$ cat config.mk
export PLATFORM = sky130hd
export DESIGN_NAME = boot_rom_fetch_if
export DESIGN_NICKNAME = d
export VERILOG_FILES = /design/src/rtl/boot_rom_fetch_if.sv
export SDC_FILE = /design/constraint.sdc
export NUM_CORES = 1
export LEC_CHECK = 0
export BUFFER_PORTS_ARGS = -buffer_cell sky130_fd_sc_hd__buf_2
export CORE_ASPECT_RATIO = 0.7
export CORE_MARGIN = 4
export CORE_UTILIZATION = 26
export CTS_BUF_LIST = sky130_fd_sc_hd__clkbuf_8
export DETAILED_ROUTE_END_ITERATION = 10
export GPL_TIMING_DRIVEN = 0
export PLACE_DENSITY = 0.87
export SLEW_MARGIN = 15
export SYNTH_ARGS = -nofsm -noshare
export SYNTH_HDL_FRONTEND = slang
export SYNTH_SLANG_ARGS = --single-unit
$ cat constraint.sdc
create_clock -name CLK -period 2.8 [get_ports CLK]
set_clock_uncertainty 0.2 [all_clocks]
set_input_delay 0.28 -clock CLK [delete_from_list [all_inputs] [get_ports CLK]]
set_output_delay 0.28 -clock CLK [all_outputs]
set_load 0.05 [all_outputs]
$ cat src/rtl/boot_rom_fetch_if.sv
// Instruction-fetch front end for the boot ROM: fixed one-cycle latency, range checking.
// Define BOOT_ROM_FETCH_BUF_EN to add a one-word buffer of the last ROM read.
module boot_rom_fetch_if #(
  parameter int unsigned ROM_WORDS = 548,
  parameter logic [31:0] BASE_ADDR = 32'h0000_8000
) (
  input  logic        CLK,
  input  logic        RSTN,
  input  logic        instr_req_i,
  input  logic [31:0] instr_addr_i,
  output logic        instr_gnt_o,
  output logic        instr_rvalid_o,
  output logic [31:0] instr_rdata_o,
  output logic        instr_err_o,
  output logic        rom_csn_o,
  output logic [9:0]  rom_addr_o,
  input  logic [31:0] rom_rdata_i
);

  typedef enum logic [1:0] {IDLE, RESP_ROM, RESP_BUF, RESP_ERR} resp_state_e;

  resp_state_e state_q, state_d;
  logic        rvalid_q, rvalid_d;
  logic        err_q, err_d;
  logic [31:0] offset;
  logic [31:0] word_idx;
  logic        in_range;
  logic        hit;

  assign offset   = instr_addr_i - BASE_ADDR;
  assign word_idx = offset >> 2;
  assign in_range = (instr_addr_i >= BASE_ADDR) && (word_idx < ROM_WORDS);

`ifdef BOOT_ROM_FETCH_BUF_EN
  logic        buf_valid_q, buf_valid_d;
  logic [9:0]  buf_tag_q, buf_tag_d;
  logic [31:0] buf_data_q, buf_data_d;
  logic [9:0]  fill_idx_q, fill_idx_d;

  // A fill in flight (RESP_ROM) counts as a hit so the same word is never read twice.
  always_comb begin
    hit = in_range &&
          ((buf_valid_q && (word_idx[9:0] == buf_tag_q)) ||
           ((state_q == RESP_ROM) && (word_idx[9:0] == fill_idx_q)));
    buf_valid_d = buf_valid_q;
    buf_tag_d   = buf_tag_q;
    buf_data_d  = buf_data_q;
    fill_idx_d  = word_idx[9:0];
    if (state_q == RESP_ROM) begin
      buf_valid_d = 1'b1;
      buf_tag_d   = fill_idx_q;
      buf_data_d  = rom_rdata_i;
    end
  end
`else
  assign hit = 1'b0;
`endif

  always_comb begin
    state_d  = IDLE;
    rvalid_d = 1'b0;
    err_d    = 1'b0;
    if (instr_req_i) begin
      rvalid_d = 1'b1;
      if (!in_range) begin
        state_d = RESP_ERR;
        err_d   = 1'b1;
      end else if (hit) begin
        state_d = RESP_BUF;
      end else begin
        state_d = RESP_ROM;
      end
    end
  end

  always_ff @(posedge CLK or negedge RSTN) begin
    if (!RSTN) begin
      state_q     <= IDLE;
      rvalid_q    <= 1'b0;
      err_q       <= 1'b0;
`ifdef BOOT_ROM_FETCH_BUF_EN
      buf_valid_q <= 1'b0;
      buf_tag_q   <= '0;
      buf_data_q  <= '0;
      fill_idx_q  <= '0;
`endif
    end else begin
      state_q     <= state_d;
      rvalid_q    <= rvalid_d;
      err_q       <= err_d;
`ifdef BOOT_ROM_FETCH_BUF_EN
      buf_valid_q <= buf_valid_d;
      buf_tag_q   <= buf_tag_d;
      buf_data_q  <= buf_data_d;
      fill_idx_q  <= fill_idx_d;
`endif
    end
  end

  assign instr_gnt_o    = instr_req_i;
  assign instr_rvalid_o = rvalid_q;
  assign instr_err_o    = err_q;
  // RSTN gates the select directly so the ROM stays idle throughout reset.
  assign rom_csn_o      = !(RSTN && instr_req_i && in_range && !hit);
  assign rom_addr_o     = word_idx[9:0];

  always_comb begin
    instr_rdata_o = '0;
    case (state_q)
      RESP_ROM: instr_rdata_o = rom_rdata_i;
`ifdef BOOT_ROM_FETCH_BUF_EN
      RESP_BUF: instr_rdata_o = buf_data_q;
`endif
      default: ;
    endcase
  end

endmodule
=== Yosys cells after proc, flatten, opt, wreduce, memory -nomap -nowiden ===
Cells that the tools add are included.

* Add/subtract/negate cells: 1
* Multiplexer cells: 6
* Reductions and logical operators: 4
* Order comparisons: 2
* Equality and inequality tests: 1

{| class="wikitable"
|+ Operators by type and width
! cell !! count
|-
| 32-bit by 16-bit greater-or-equal comparator with 1-bit output (second input constant) || 1
|-
| 32-bit 2-to-1 mux || 1
|-
| 32-bit by 16-bit subtractor with 32-bit output (second input constant) || 1
|-
| 30-bit by 10-bit less-than comparator with 1-bit output (second input constant) || 1
|-
| 2-bit 2-to-1 mux || 2
|-
| 1-bit logical AND || 3
|-
| 1-bit 2-to-1 mux || 3
|-
| 2-bit by 1-bit == test with 1-bit output (second input constant) || 1
|-
| 1-bit zero test || 1
|}

* Word-level logic and storage cells: 17
* Input bits: 67
* Output and inout port bits: 46
* Bits in registers: 4

=== Depth between registers and ports, before layout ===
* Depth after elaboration: 5
* Mapped depth: 6
* Depth with buffers taken out: 6

=== Worst setup path after synthesis ===
OpenSTA, ideal clock, no wires.

* Kind: input-to-output
* From: input port instr_addr_i[15]
* To: output port rom_csn_o
* Buffers on the path: 0
* Slack: 0.660 ns
* Required time: 2.320 ns
* Arrival: 1.660 ns
* Stages on the path: 6
* Cell sequence: inv_1 > ha_1 > xnor2_1 > nand4b_1 > a2111oi_4 > nand4_1

* Word-level cells in the longest chain between the ends: 5
* Elaborated cells between the ends (all ways): 6
* Those cells by class: 1 x add/sub; 2 x order compare; 3 x reduce/logical

{| class="wikitable"
|+ RTL lines
! element !! RTL line !! text
|-
| start: declaration || 10 || <nowiki>input logic [31:0] instr_addr_i,</nowiki>
|-
| 32-bit by 16-bit subtractor with 32-bit output || 30 || <nowiki>assign offset = instr_addr_i - BASE_ADDR;</nowiki>
|-
| 30-bit by 10-bit less-than comparator with 1-bit output || 32 || <nowiki>assign in_range = (instr_addr_i >= BASE_ADDR) && (word_idx < ROM_WORDS);</nowiki>
|-
| 1-bit logical AND * || 32 ||
|-
| 1-bit logical AND * || 104 || <nowiki>assign rom_csn_o = !(RSTN && instr_req_i && in_range && !hit);</nowiki>
|-
| 1-bit zero test * || 104 ||
|-
| end: declaration || 15 || <nowiki>output logic rom_csn_o,</nowiki>
|}

Mark *: on every way between the ends. The rest lies on a longest branch, timed or not.

=== Worst setup path after layout ===
Ends and elaborated chain as after synthesis.

==> flow_metrics.py <==
metrics = {
    "yosys": {
        "post_synth_inst_count": 72,
        "distinct_cell_type_count_after_synthesis": 22,
        "adder_and_majority_cell_fraction_of_the_synthesized_area_pct": 2.381,
        "synthDominantAreaCellType": "sky130_fd_sc_hd__and2_1",
        "yosys.area_share.xor_xnor_pct": 1.667,
        "synth_area_per_cell_um2": 7.299,
        "synthTopCellsByArea": "sky130_fd_sc_hd__and2_1 (38%), sky130_fd_sc_hd__buf_4 (16%), sky130_fd_sc_hd__dfrtp_1 (9.5%)",
        "seq_area_frac_synth_pct": 9.524,
        "synth_compound_area_share_pct": 10.95,
        "synth.net_count": 140,
        "synth_simple_gate_area_share_pct": 56.19,
        "synthDominantCellAreaShare_pct": 38.10,
        "muxShareOfSynthArea_pct": 0,
        "yosysWarningCount": 0,
        "postSynthRegisterBits": 2,
        "largest_family_of_logic_cells_by_synthesized_area": "simple AND/OR/NAND/NOR gates",
        "syn-cell-area_um2": 525.5,
    },
    "die": {
        "num_io_pins": 113,
        "core_um2": 1887,
        "initial_utilization_pct": 27.85,
        "chipWidth_um": 61.74,
        "chipHeight_um": 45.62,
        "die-area_um2": 2816,
        "placement_rows": 13,
    },
    "sta": {
        "final.setup.worst_slack_ps": 635.6,
        "hold_viol_final": 0,
        "fmaxAchievable_mhz": 462.0,
        "measured_slew_at_the_worst_slew_check_pin_ps": 320.6,
        "grt_setup_unrepaired": "false",
        "final_sum_of_negative_setup_slack_ps": 0,
        "setup_viol": 0,
        "slew_violations": 0,
        "min_period_over_period_pct": 77.30,
        "relSlewSlack_pct": 78.44,
        "finalCriticalPeriod_ps": 2164,
    },
    "power": {
        "power_leakage_nw": 0.7111,
        "irDropWorstVdd_v": 0.0002192,
        "post-layout-total-power_mw": 0.3567,
        "power_per_cell_area_nw_per_um2": 311.6,
    },
    "cts": {
        "clock_tree.buffer_depth": 2,
        "cts.clk_slew.worst_paths_ps": 30,
        "cts_hold_buf": 1,
        "clock_root_cell": "sky130_fd_sc_hd__clkbuf_8",
        "numCtsBuffers": 3,
        "cts.repair_timing.setup_buffer_count": 0,
        "h-tree-depth": 1,
        "cts_repair_resize_count": 0,
        "clock_sink_count": 2,
        "cts_tree": "built",
    },
    "drt": {
        "detail_route.vias_per_cell": 3.985,
        "route.detailed.wl_per_inst_um": 10.99,
        "drt-pass1-iter-count": 4,
        "postRouteAntennaNets": 0,
        "route.final.wire_length_um": 2264,
        "drt_first_iter_violations": 15,
        "vias": 821,
        "drc": 0,
    },
    "placed_design": {
        "pre_cts_ws_ps": 621.2,
        "routabilityCongestion": 0.7152,
        "port-buffer-count": 108,
    },
    "worst_setup_path": {
        "worst-endpoint-arrival_ps": 1680,
        "critical_path.n_buffers_inverters": 3,
        "critical-path-slowest-cell": "sky130_fd_sc_hd__a2111oi_4",
        "worst-path-max-fanout": 3,
        "critical-path-top-cell-by-count": "sky130_fd_sc_hd__buf_2",
        "timing.critical_path.from_type": "primary input",
        "crit_cells": 8,
        "worst-setup-path-type": "primary input to output port",
        "cp_cell_sequence": "buf_2 -> inv_1 -> ha_1 -> xnor2_1 -> nand4b_1 -> a2111oi_4 -> nand4_1 -> buf_2",
        "cp_data_required_time_ps": 2320,
        "endpoint_kind": "output port",
        "max_stage_delay_ps": 370,
        "critical-path-top-delay-family": "buffers and inverters",
    },
    "hold_path": {
        "hp-class": "primary input to flip-flop",
        "hold_path_end": "state_q[0]",
        "hold_start": "instr_req_i",
        "worst_hold_path.num_cells": 1,
    },
    "run_status": {
        "status": "completed",
    },
    "cells_and_area": {
        "insertedDiodeCount": 0,
        "top_regs": "state_q (2)",
        "syn2layout_area_growth_pct": 117.9,
        "largest_register_ff_count": 2,
        "post_route_cells_drive_above_1_share_pct": 67.39,
        "max_flop_register": "state_q",
        "fillerInstances": 181,
        "finish.net_count": 254,
        "finish.utilization_pct": 60.68,
    },
    "global_routing": {
        "grt_use_total_pct": 13.36,
        "grt_pass1_wl_um": 2856,
        "grt_antenna_before_repair": 0,
        "grt_overflow": 0,
        "vias_in_the_first_global_route": 694,
        "grt_start_max_net_pins": 11,
    },
    "flow_run": {
        "drv.max_cap_violation_count": 0,
    },
}
[logic make-up after synthesis]
| group | count (synthesis) |
|---|---|
| adder cells (fa/ha/maj) | 1 |
| AO/OA/AOI/OAI | 5 |
| buffers and inverters | 16 |
| flip-flops | 2 |
| XOR/XNOR | 1 |
| AND/OR/NAND/NOR | 47 |
[Yosys cell counts]
master and number:
sky130_fd_sc_hd__nand2_1 3, sky130_fd_sc_hd__and2_1 32, sky130_fd_sc_hd__and3b_1 1, sky130_fd_sc_hd__o31ai_1 2
sky130_fd_sc_hd__o211ai_1 1, sky130_fd_sc_hd__buf_4 11, sky130_fd_sc_hd__nor2_1 1, sky130_fd_sc_hd__and3_1 1
sky130_fd_sc_hd__clkbuf_1 3, sky130_fd_sc_hd__a2111oi_4 1, sky130_fd_sc_hd__a21boi_1 1, sky130_fd_sc_hd__dfrtp_1 2
sky130_fd_sc_hd__inv_1 2, sky130_fd_sc_hd__ha_1 1, sky130_fd_sc_hd__nor3_1 2, sky130_fd_sc_hd__nor4_2 1
sky130_fd_sc_hd__nand4_1 1, sky130_fd_sc_hd__xnor2_1 1, sky130_fd_sc_hd__nor4b_1 1, sky130_fd_sc_hd__nand4b_1 1
sky130_fd_sc_hd__nor4_1 2, sky130_fd_sc_hd__nor2b_1 1
[worst max path at each step]
stage	from	slack (ps)	end
global route	instr_addr_i[15]	550	rom_csn_o
detailed placement	instr_addr_i[15]	620	rom_csn_o
finish	instr_addr_i[15]	640	rom_csn_o
CTS	instr_addr_i[15]	620	rom_csn_o
floorplan	instr_addr_i[15]	660	rom_csn_o
global placement	instr_addr_i[15]	660	rom_csn_o
[where the power goes]
group / total [mW] / switching [mW] / leakage (nW) / internal (mW)
Combinational: 0.214 / 0.139 / 0.666 / 0.0742
Sequential: 0.0313 / 0.000637 / 0.0233 / 0.0306
Clock: 0.112 / 0.0211 / 0.0216 / 0.0908
[layout by cell type (no fill, tap or decap), drive strengths merged]
cell type,n
a2111oi,1
a21boi,1
and2,32
and3,1
and3b,1
buf,119
clkbuf,6
dfrtp,2
dlygate4sd3,1
ha,1
inv,2
nand2,3
nand4,1
nand4b,1
nor2,1
nor2b,1
nor3,2
nor4,3
nor4b,1
o211ai,1
o31ai,2
xnor2,1
[layout make-up]
| class | instances | area [um2] | area share, % |
|---|---|---|---|
| repair buffers | 109 | 550.5 | 48.09 |
| multi-input cells | 54 | 374.1 | 32.68 |
| plain buffers | 14 | 93.84 | 8.197 |
| flip-flops and latches | 2 | 50.05 | 4.372 |
| clock buffers | 3 | 41.29 | 3.607 |
| well taps | 22 | 27.53 | 2.404 |
| inverters | 2 | 7.507 | 0.6557 |
[layer usage]
metal / track usage (%) / wire length, um
met2: 24.01 / 1174
met4: 6.780 / 14
met5: 0 / 0
met3: 3.116 / 324
met1: 14.57 / 751
[per-stage QoR]
stage	area, um2	std cells	hold WS (ps)
4_1_cts	1145	206	21.55
5_1_grt	1145	206	32.57
3_5_place_dp	1094	202	-125.6
3_3_place_gp	1094	202	-125.6
6_report	1145	206	24.07
2_1_floorplan	525.5	72	-215.6
Power figures use the tool's default switching activity.
